File: config.mk
export PLATFORM = sky130hd
export DESIGN_NAME = pipe_hazard_unit
export DESIGN_NICKNAME = d
export VERILOG_FILES = /design/src/rtl/pipe_hazard_unit.sv
export SDC_FILE = /design/constraint.sdc
export NUM_CORES = 1
export LEC_CHECK = 0
export BUFFER_PORTS_ARGS = -buffer_cell sky130_fd_sc_hd__buf_2
export CORE_UTILIZATION = 35
export CTS_CLUSTER_DIAMETER = 150
export DETAILED_ROUTE_END_ITERATION = 8
export MAX_ROUTING_LAYER = met4
export PLACE_DENSITY = 0.54
export SYNTH_ARGS = -nofsm -noshare
export SYNTH_HDL_FRONTEND = slang
export SYNTH_SLANG_ARGS = --single-unit
File: constraint.sdc
create_clock -name clk_i -period 2.6 [get_ports clk_i]
set_input_delay 0.13 -clock clk_i [delete_from_list [all_inputs] [get_ports clk_i]]
set_output_delay 0.13 -clock clk_i [all_outputs]
set_load 0.03 [all_outputs]
File: src/rtl/pipe_hazard_unit.sv
`default_nettype none
// ============================================================================
// Module   : pipe_hazard_unit
// Purpose  : Load-use stall, branch flush and operand-forwarding select
//            generation for an in-order pipeline.  Tracks DEPTH in-flight
//            instructions behind ID (slot 0 = EX, 1 = MEM, 2 = WB, ...).
// Ports    : clk_i, rst_i (async, active-low)
//            id_*      - ID-stage instruction fields
//            br_taken_i- branch resolved taken in MEM
//            stall_o   - hold PC and IF/ID, bubble into ID/EX
//            flush_o   - squash IF/ID and ID/EX
//            ex_fwd_a_o/ex_fwd_b_o - registered operand selects for EX
//                        (0 = register file, k = slot k-1 output register)
//            stall_cnt_o/flush_cnt_o - saturating 16-bit event counters
// Revision : 1.0 - initial release
// ============================================================================
module pipe_hazard_unit #(
    parameter int AW          = 5,
    parameter int DEPTH       = 3,
    parameter int LOAD_LAT    = 1,
    parameter int FLUSH_SLOTS = 1,
    localparam int SW         = $clog2(DEPTH + 1)
) (
    input  logic          clk_i,
    input  logic          rst_i,
    input  logic          id_valid_i,
    input  logic [AW-1:0] id_rs_i,
    input  logic [AW-1:0] id_rt_i,
    input  logic          id_uses_rs_i,
    input  logic          id_uses_rt_i,
    input  logic [AW-1:0] id_dst_i,
    input  logic          id_regwrite_i,
    input  logic          id_memread_i,
    input  logic          br_taken_i,
    output logic          stall_o,
    output logic          flush_o,
    output logic [SW-1:0] ex_fwd_a_o,
    output logic [SW-1:0] ex_fwd_b_o,
    output logic [15:0]   stall_cnt_o,
    output logic [15:0]   flush_cnt_o
);

    localparam logic [15:0] C_CNT_MAX = 16'hFFFF;

    // In-flight slot state
    logic [DEPTH-1:0] valid_q,    valid_d;
    logic [DEPTH-1:0] regwrite_q, regwrite_d;
    logic [DEPTH-1:0] memread_q,  memread_d;
    logic [AW-1:0]    dst_q [DEPTH];
    logic [AW-1:0]    dst_d [DEPTH];

    logic [SW-1:0]    fwd_a_q, fwd_a_d;
    logic [SW-1:0]    fwd_b_q, fwd_b_d;
    logic [15:0]      stall_cnt_q, stall_cnt_d;
    logic [15:0]      flush_cnt_q, flush_cnt_d;

    logic [DEPTH-1:0] match_rs;
    logic [DEPTH-1:0] match_rt;
    logic             load_hazard;
    logic             id_accept;
    logic [SW-1:0]    sel_rs;
    logic [SW-1:0]    sel_rt;

    // A slot matches a source when it will write that register; $0 never
    // matches since it is hard-wired to zero.
    for (genvar k = 0; k < DEPTH; k++) begin : g_match
        assign match_rs[k] = valid_q[k] & regwrite_q[k] &
                             (dst_q[k] == id_rs_i) & (id_rs_i != '0);
        assign match_rt[k] = valid_q[k] & regwrite_q[k] &
                             (dst_q[k] == id_rt_i) & (id_rt_i != '0);
    end

    // Load-use hazard: a load that has not yet reached a slot able to
    // forward its data.
    always_comb begin
        load_hazard = 1'b0;
        for (int k = 0; k < LOAD_LAT; k++) begin
            if (memread_q[k] &&
                ((id_uses_rs_i && match_rs[k]) || (id_uses_rt_i && match_rt[k])))
                load_hazard = 1'b1;
        end
    end

    // Branch flush outranks the stall: the stalled instruction is squashed.
    assign flush_o   = br_taken_i;
    assign stall_o   = id_valid_i & ~br_taken_i & load_hazard;
    assign id_accept = id_valid_i & ~stall_o & ~br_taken_i;

    // Forward selects. The select is registered, so a producer seen in slot k
    // now sits in slot k+1 when the consumer is in EX. Scanning from the
    // oldest slot down lets the youngest producer win.
    always_comb begin
        sel_rs = '0;
        sel_rt = '0;
        for (int k = DEPTH - 1; k >= 0; k--) begin
            if (id_uses_rs_i && match_rs[k])
                sel_rs = SW'(k + 1);
            if (id_uses_rt_i && match_rt[k])
                sel_rt = SW'(k + 1);
        end
    end

    // Next-state: shift the slot chain, inject ID or a bubble into slot 0,
    // and invalidate the younger slots behind a taken branch.
    always_comb begin
        valid_d[0]    = id_accept;
        regwrite_d[0] = id_accept & id_regwrite_i;
        memread_d[0]  = id_accept & id_memread_i;
        dst_d[0]      = id_accept ? id_dst_i : '0;
        for (int k = 1; k < DEPTH; k++) begin
            valid_d[k]    = valid_q[k-1];
            regwrite_d[k] = regwrite_q[k-1];
            memread_d[k]  = memread_q[k-1];
            dst_d[k]      = dst_q[k-1];
            if (br_taken_i && (k <= FLUSH_SLOTS))
                valid_d[k] = 1'b0;
        end

        fwd_a_d = id_accept ? sel_rs : '0;
        fwd_b_d = id_accept ? sel_rt : '0;

        stall_cnt_d = stall_cnt_q;
        if (stall_o && (stall_cnt_q != C_CNT_MAX))
            stall_cnt_d = stall_cnt_q + 16'd1;

        flush_cnt_d = flush_cnt_q;
        if (flush_o && (flush_cnt_q != C_CNT_MAX))
            flush_cnt_d = flush_cnt_q + 16'd1;
    end

    always_ff @(posedge clk_i or negedge rst_i) begin
        if (!rst_i) begin
            valid_q     <= '0;
            regwrite_q  <= '0;
            memread_q   <= '0;
            for (int k = 0; k < DEPTH; k++)
                dst_q[k] <= '0;
            fwd_a_q     <= '0;
            fwd_b_q     <= '0;
            stall_cnt_q <= '0;
            flush_cnt_q <= '0;
        end else begin
            valid_q     <= valid_d;
            regwrite_q  <= regwrite_d;
            memread_q   <= memread_d;
            for (int k = 0; k < DEPTH; k++)
                dst_q[k] <= dst_d[k];
            fwd_a_q     <= fwd_a_d;
            fwd_b_q     <= fwd_b_d;
            stall_cnt_q <= stall_cnt_d;
            flush_cnt_q <= flush_cnt_d;
        end
    end

    assign ex_fwd_a_o  = fwd_a_q;
    assign ex_fwd_b_o  = fwd_b_q;
    assign stall_cnt_o = stall_cnt_q;
    assign flush_cnt_o = flush_cnt_q;

endmodule
`default_nettype wire

==> flow_summary_export.csv <==
group,metric,value,unit
finish,final_common_cell,"buf_2",
sta,rsz0062_at_grt,"false",
die,die_w,90.0,um
clocking,tritoncts,"built",
synth,ys_seq_area_share,53.6,%
drt,finalWirelength,5770,um
sta,finalSetupViolCount,0,
pwr,clkPwrFrac,37.8,%
synth,synth-simple-area-share,21.2,%
die,initial_core_util,36.8,%
synth,ys_ff_latch,58,
grt,overflow,0,
pwr,vdd_ir_drop_max,0.000557,V
pwr,power.share.sequential,46.8,%
setup_path,start_kind,"flip-flop",
synth,synth_cells,239,
synth,synthAdderAreaFrac,0.924,%
setup_path,arrival,2.14,ns
grt,grt_max_degree,35,
finish,nets,336,
clocking,worstSkewPairLatency,0.33,ns
setup_path,endpoint_kind,"output port",
synth,ys_top_cells_by_area,"dfrtp_1 54%, xnor2_1 11%, xor2_1 7.8%, and3_1 2.8%, nand4_1 2.8%",
die,io_pins,61,
grt,grt_antenna_before_repair,0,
hold_path,hp-class,"input pin to flip-flop",
setup_path,rr_worst_depth,6,
setup_path,cp_data_required_time,2.47,ns
setup_path,critPathKind,"flip-flop to output port",
pwr,power_switching_share,28.6,%
clocking,numCtsBuffers,9,
placed_design,place_congestion,0.782,
pwr,p_per_area,671,nW/um^2
finish,final_cell_mix,"60 x buf_2, 58 x dfrtp_1, 34 x xnor2_1",
drt,viasPerCell,4.82,
sta,fin_crit_sh,87.4,%
drt,drtIter0Drc,57,
finish,finalNonFillerCells,414,
synth,postSynthAreaPerCell,11.3,um^2
drt,drc,0,
sta,fin_crit,2.27,ns
pwr,p_sw,643,uW
synth,synthMuxAreaShare,0.554,%
synth,synth_xor_area_share,18.8,%
drt,drt_pass1_iterations,4,
finish,n_fill_cell,729,
status,status,"finished clean",
grt,grt_usage,16.4,%
die,die_h,90.0,um
sta,final-max-slew-violation-count,0,
finish,drive_gt1_share,27.6,%
sta,setup_tns,0,ns
drt,wl_per_cell,13.9,um
clocking,cts.sinks,58,
clocking,cts_root_buf,"clkbuf_8",
sta,slew_headroom,61.4,%
sta,hold_viol_final,0,
placed_design,hpwl,4320,um
finish,diodes,0,
clocking,post_cts_buffers,0,
synth,yosysTopAreaCellShare,53.6,%
drt,vias,1996,
sta,clock_skew,0.0124,ns
synth,ys_types,35,
die,floorplan.rows,31,
sta,worstMarginPinSlew,0.579,ns
synth,yosysTopAreaCell,"dfrtp_1",
hold_path,worstHoldPathCells,2,
die,die-area,8100,um^2
die,core_area,7370,um^2
finish,area_growth,23.8,%
grt,grt_first_pass_wirelength,10000,um
pwr,pwr-share-comb,15.4,%
clocking,clk_path_buf_depth,2,
synth,yosys_warnings,0,
pwr,internal_power,1610,uW
synth,synth_top_family_by_area,"simple AND/OR/NAND/NOR gates",
synth,syn-num-nets,264,
pwr,leakage,0.00168,uW
placed_design,place_inst,398,
clocking,cts.clk_slew.worst_paths,0.06,ns
synth,synth_area,2710,um^2
clocking,h-tree-depth,3,
clocking,cts_resized,0,
run,cap_violations,0,
sta,max_freq,0.440,GHz
synth,synth_compound_area_share,3.97,%
grt,grt_pass1_vias,2023,
drt,detail-route-antenna-nets,0,
setup_path,crit_fanout,15,
placed_design,io_buffers,60,
-- cells by family (layout without fill, tap and decap cells) --
logic type                 count (synthesis)  after routing
AOI/OAI and AO/OA                         14             14
adders and majority gates                  2              2
and+or+nand+nor                          100            100
DFF                                       58             58
buffers and inverters                      6             82
xor gates and xnor gates                  58             58
muxes                                      1              1
-- metrics by stage --
step                area [um^2]  worst slack, ns  util [%]  total power, uW  hold slack [ns]
floorplan                  2710            0.507         -             1280           -0.166
global placement           3140            0.351      42.6             1420            0.164
detailed placement         3140            0.344      42.6             1420            0.171
CTS                        3350            0.279      45.5             2280           0.0245
global route               3350            0.154      45.5             2360           0.0268
finish                     3350            0.327      45.5             2250           0.0378
-- final cells by class --
class	instances	area [um^2]	share of cell area [%]
Clock buffer	13	169	5.04
Clock inverter	2	35.0	1.04
Inverter	3	11.3	0.336
Multi-Input combinational cell	175	1230	36.7
Sequential cell	58	1450	43.3
Tap cell	99	124	3.69
Timing Repair Buffer	64	333	9.93
-- layer usage --
metal / wire length [um] / global-route usage (%) / vias to the layer above
li1: - / - / 982
met1: 2680 / 20.6 / 968
met2: 2780 / 25.5 / 39
met3: 202 / 2.96 / 7
met4: 110 / 8.06 / 0
met5: 0 / - / -
-- flip-flops by register name, summed over array words and instances (netlist names) --
name,count
flush_cnt_o,16
stall_cnt_o,16
dst_d,10
dst_q,5
regwrite_q,3
valid_q,3
ex_fwd_a_o,2
ex_fwd_b_o,2
memread_q,1
-- worst paths after layout --
path / endpoint / slack, ns / from
max: stall_o / 0.33 / dst_d[7]
min: memread_q[0] / 0.04 / id_memread_i
max reg2reg: stall_cnt_o[11] / 0.37 / dst_d[7]
min reg2reg: regwrite_q[2] / 0.37 / regwrite_q[1]
max in group asynchronous: stall_cnt_o[10] / 1.42 / rst_i
min in group asynchronous: dst_q[4] / 0.33 / rst_i
-- Yosys cell counts --
master and n:
dfrtp_1 58, nor4_1 3, o311ai_0 1, xnor2_1 34, or4_4 1, xor2_1 24
or4_2 2, and3_1 12, o21ai_2 3, nor2_1 15, mux2_4 1, nor4_4 2
clkbuf_2 1, or4_1 3, clkbuf_1 1, nand2b_1 2, nor3_1 8, a21oi_1 3
nand2_1 19, nand4_1 12, buf_4 1, a41oi_1 1, nor4bb_1 1, inv_1 3
a211oi_1 1, o211ai_2 1, o41a_1 1, a31oi_1 2, and4_1 4, nand3_1 12
nor2b_1 2, and2_1 1, o21ai_0 1, ha_1 2, nor3b_1 1
-- power by group through the flow --
stage / Clock [uW] / Sequential [uW] / Combinational [uW]
after floorplan: 0 / 1150 / 130
after global placement: 0 / 1070 / 347
after detailed placement: 0 / 1060 / 352
after CTS: 874 / 1050 / 353
after global routing: 925 / 1060 / 376
final: 851 / 1050 / 346
-- worst max-delay path, stage by stage, from the launching register on --
cell and delay (ns):
dfrtp_1 0.41, xnor2_1 0.18, nand4_1 0.18, nor4_4 0.42
o21ai_2 0.24, nor2_1 0.18, buf_2 0.22
-- what timing repair did --
action / CTS / global route
hold buffers: 1 / 0
endpoints found under the setup margin: 0 / 0
endpoints found under the hold margin: 24 / 0
No activity file was read; power rests on OpenSTA's default activity.
